==> config.mk <==
export PLATFORM = sky130hd
export DESIGN_NAME = lzc_normalize
export DESIGN_NICKNAME = d
export VERILOG_FILES = /design/src/rtl/lzc_normalize.sv
export SDC_FILE = /design/constraint.sdc
export NUM_CORES = 1
export LEC_CHECK = 0
export ABC_AREA = 1
export CORE_MARGIN = 8
export CORE_UTILIZATION = 52
export CTS_BUF_LIST = sky130_fd_sc_hd__clkbuf_2 sky130_fd_sc_hd__clkbuf_4 sky130_fd_sc_hd__clkbuf_8
export CTS_CLUSTER_DIAMETER = 120
export DETAILED_ROUTE_END_ITERATION = 6
export PLACE_DENSITY = 0.86
export SLEW_MARGIN = 20
export SYNTH_ARGS = -nofsm -noshare
export SYNTH_HDL_FRONTEND = slang
export SYNTH_HIERARCHICAL = 1
export SYNTH_SLANG_ARGS = --single-unit
==> constraint.sdc <==
create_clock -name clk_i -period 8.4 [get_ports clk_i]
set_clock_uncertainty 0.05 [all_clocks]
set_input_delay 1.68 -clock clk_i [delete_from_list [all_inputs] [get_ports clk_i]]
set_output_delay 1.68 -clock clk_i [all_outputs]
set_load 0.01 [all_outputs]
==> src/rtl/lzc_normalize.sv <==
// lzc_normalize: two-stage leading-zero count / normalize pipeline with valid/ready handshake.
// Optional macro LAU_LZC_NORM_SHIFT_EN builds the normalizing shifter and the norm_o register.

package lau_pkg;
    typedef enum logic {FAST, SMALL} speed_e;
endpackage

// PrefixOr: y[i] = |a[i:0]; FAST is a log-depth doubling scan, SMALL a ripple chain.
module PrefixOr #(
    parameter int              width = 8,
    parameter lau_pkg::speed_e speed = lau_pkg::FAST
) (
    input  logic [width-1:0] a,
    output logic [width-1:0] y
);
    localparam int unsigned levels = $clog2(width);

    if (speed == lau_pkg::FAST) begin : g_fast
        always_comb begin
            logic [width-1:0] v;
            v = a;
            for (int unsigned k = 0; k < levels; k++) begin
                v = v | (v << (1 << k));
            end
            y = v;
        end
    end else begin : g_small
        always_comb begin
            logic acc;
            acc = 1'b0;
            y   = '0;
            for (int unsigned i = 0; i < width; i++) begin
                acc  = acc | a[i];
                y[i] = acc;
            end
        end
    end
endmodule

module lzc_normalize #(
    parameter int              width = 8,
    parameter lau_pkg::speed_e speed = lau_pkg::FAST
) (
    input  logic                       clk_i,
    input  logic                       rst_i,
    input  logic                       valid_i,
    output logic                       ready_o,
    input  logic [width-1:0]           data_i,
    output logic                       valid_o,
    input  logic                       ready_i,
    output logic [$clog2(width+1)-1:0] count_o,
    output logic                       zero_o,
    output logic [width-1:0]           norm_o
);
    localparam int cw = $clog2(width+1);

    logic             s1_valid;
    logic [width-1:0] s1_data;
    logic             s2_valid;
    logic [cw-1:0]    s2_count;
    logic             s2_zero;
    logic             s1_load;
    logic             s2_load;
    logic [width-1:0] rev;
    logic [width-1:0] pre;
    logic [cw-1:0]    count_c;
    logic             zero_c;

    assign s2_load = !s2_valid || ready_i;
    assign s1_load = !s1_valid || s2_load;
    assign ready_o = s1_load;

    // Reversing the operand turns "leading ones from the MSB" into a low-to-high prefix-OR.
    assign rev = {<<{s1_data}};

    PrefixOr #(
        .width(width),
        .speed(speed)
    ) u_prefix (
        .a(rev),
        .y(pre)
    );

    // Every set prefix bit marks a position at or below the leading one.
    always_comb begin
        int unsigned ones;
        ones = 0;
        for (int unsigned i = 0; i < width; i++) begin
            ones = ones + 32'(pre[i]);
        end
        count_c = cw'(width - ones);
    end

    assign zero_c = !pre[width-1];

    always_ff @(posedge clk_i or posedge rst_i) begin
        if (rst_i) begin
            s1_valid <= 1'b0;
            s1_data  <= '0;
        end else if (s1_load) begin
            s1_valid <= valid_i;
            if (valid_i) begin
                s1_data <= data_i;
            end
        end
    end

    always_ff @(posedge clk_i or posedge rst_i) begin
        if (rst_i) begin
            s2_valid <= 1'b0;
            s2_count <= '0;
            s2_zero  <= 1'b0;
        end else if (s2_load) begin
            s2_valid <= s1_valid;
            if (s1_valid) begin
                s2_count <= count_c;
                s2_zero  <= zero_c;
            end
        end
    end

`ifdef LAU_LZC_NORM_SHIFT_EN
    logic [width-1:0] s2_norm;

    always_ff @(posedge clk_i or posedge rst_i) begin
        if (rst_i) begin
            s2_norm <= '0;
        end else if (s2_load && s1_valid) begin
            s2_norm <= s1_data << count_c;
        end
    end

    assign norm_o = s2_norm;
`else
    assign norm_o = '0;
`endif

    assign valid_o = s2_valid;
    assign count_o = s2_count;
    assign zero_o  = s2_zero;
endmodule

==> impl_metrics.tcl <==
set metrics [dict create \
    status "finished clean" \
    ff_latch_area_sq_um 375 \
    rows 15 \
    syn_to_final_growth_pct 18.7 \
    hold_start "s1_data[6]" \
    num_vias 689 \
    cts_setup_buffers 0 \
    portBuffers 18 \
    drv_cap 0 \
    rsz0062_at_grt "no" \
    start_util_pct 54.1 \
    grt_max_degree 16 \
    synth_top_area_cell "dfrtp_1" \
    grt_pass1_wl_microns 2750 \
    drt_iter0_markers 16 \
    die_area_sq_um 3360 \
    worst_ep_required_time_ns 6.67 \
    yosysTopAreaCellShare_pct 41.0 \
    yosys-top-cells-count "37 x nand2_1, 20 x inv_1, 15 x dfrtp_1" \
    final_cells 147 \
    drive_above_1_share_pct 6.15 \
    syn_inst 112 \
    cts_tree "built" \
    fin_util_pct 64.3 \
    synth-edff-count 0 \
    drt_wl_total_microns 1610 \
    slew_violations 0 \
    clk_pin_slew_ns 0.08 \
    clock_latency_ns 0.28 \
    clock.fmax_mhz 214 \
    cts_sinks 15 \
    io_pins 27 \
    synthMostInstantiatedCell "nand2_1" \
    diodes 0 \
    viasPerCell 4.69 \
    hold_path.class "flop to flop" \
    drc_errors 0 \
    ys_top_cells_by_area "dfrtp_1 41%, nand2_1 15%, fa_1 8.8%" \
    finalSetupTns_ns 0 \
    fin_nets 151 \
    r2r-start "s1_data[7]" \
    synth-seq-cells 15 \
    synth.distinct_cells 14 \
    grt_pass1_vias 669 \
    powerDensity_nw_per_um2 200 \
    start_kind "primary input" \
    numCtsBuffers 3 \
    reg2reg_slack_ns 5.32 \
    synth_ff_type "dfrtp_1" \
    ys_warn_count 6 \
    antenna_found_initial 0 \
    arrival_ns 2.94 \
    dpl_cell_area_sq_um 1060 \
    ant_nets 0 \
    worst_slew_pin_slew_ns 0.559 \
    synth.yosys.seq_area_share_pct 41.0 \
    cts_root_buf "clkbuf_4" \
    ctsHoldBuffers 0 \
    dp_hpwl_microns 1380 \
    dp.cells 143 \
    post-route-min-period_ns 4.67 \
    h-tree-depth 1 \
    ys_async_sr_fraction_pct 100 \
    fill_cells 139 \
    ir_worst_vdd_mv 0.151 \
    post_cts_resize_count 0 \
    track_usage_pct 10.4 \
    cp-end-kind "output port" \
    min_to "s1_data[6]" \
    syn_avg_cell_area_sq_um 8.17 \
    gp_congestion 0.866 \
    multiInputGateArea_sq_um 404 \
    slew-limit-headroom_pct 62.7 \
    ctsLongestPathBuffers 2 \
    critPathMaxFanout 11 \
    coreArea_sq_um 1690 \
    wl_per_cell_microns 11.0 \
    hold_depth 2 \
    dr.pass1.iters 4 \
    period_share_pct 55.6 \
    r2r.worst_path.cells 12 \
    gr-total-overflow 0 \
    setup_viol 0 \
    holdWs_ns 0.427 \
    p_leak_uw 0.000630 \
    syn_area_sq_um 915 \
    critical_path_class "primary input to output port" \
    timing.rr.end "count_o[2]" \
    dieHeight_microns 57.9 \
    die_w_microns 57.9 \
    hold_viol_final 0 \
    final_area_sq_um 1090 \
]
[metal layers]
layer,vias to the layer above,global-route usage [%],routed length (microns)
li1,352,-,-
met5,-,0,0
met3,2,1.55,69
met1,323,12.3,709
met4,0,7.34,19
met2,12,16.7,814
[how the worst max path moves through the flow]
stage / from / endpoint / slack [ns]
finish: ready_i / ready_o / 3.73
global route: ready_i / ready_o / 3.68
CTS: ready_i / ready_o / 3.72
detailed placement: ready_i / ready_o / 3.72
global placement: ready_i / ready_o / 3.74
floorplan: ready_i / ready_o / 4.71
[per-stage QoR]
stage                     worst slack [ns]  total power, uW
after floorplan                       4.71              148
after global placement                3.74              173
after detailed placement              3.72              176
after CTS                             3.72              220
after global routing                  3.68              236
final                                 3.73              217
[registers in the layout, summed over array words and instances (netlist names)]
name and count:
count_o 4, s1_data 8, s1_valid 1, valid_o 1, zero_o 1
[layout make-up]
type	instances	area share, %
flip-flops and latches	15	34.6
clock buffers	4	2.76
well taps	17	1.96
repair buffers	18	16.6
inverters	20	6.91
multi-input cells	73	37.2
[worst max-delay path, stage by stage]
cell and delay [ns]:
clkdlybuf4s50_1 0.46, inv_1 0.05, nand3_2 0.17, clkdlybuf4s50_1 0.58
[cells by family after synthesis]
group,after synthesis,share of synthesized area [%]
flip-flops,15,41.0
buffers and inverters,31,17.6
other,1,0.410
AND/OR/NAND/NOR,56,26.1
AO/OA/AOI/OAI,1,0.547
adder cells (fa/ha/maj),8,14.2
[power breakdown]
| group | switching (uW) | internal (uW) |
|---|---|---|
| Sequential | 8.65 | 85.6 |
| Combinational | 41.6 | 36.9 |
| Clock | 22.3 | 21.7 |
| Total | 72.5 | 144 |
[layout by cell type, fill, tap and decap left out]
cell type / Yosys / layout
clkbuf_4: 0 / 4
clkdlybuf4s50_1: 0 / 18
conb_1: 1 / 8
dfrtp_1: 15 / 15
fa_1: 4 / 4
ha_1: 4 / 4
inv_1: 20 / 20
nand2_1: 37 / 37
nand2_2: 2 / 2
nand3_1: 12 / 12
nand3_2: 1 / 1
nor2_1: 3 / 3
nor2_2: 1 / 1
o21ai_1: 1 / 1
Note: power is estimated with default switching activity, not from simulation.
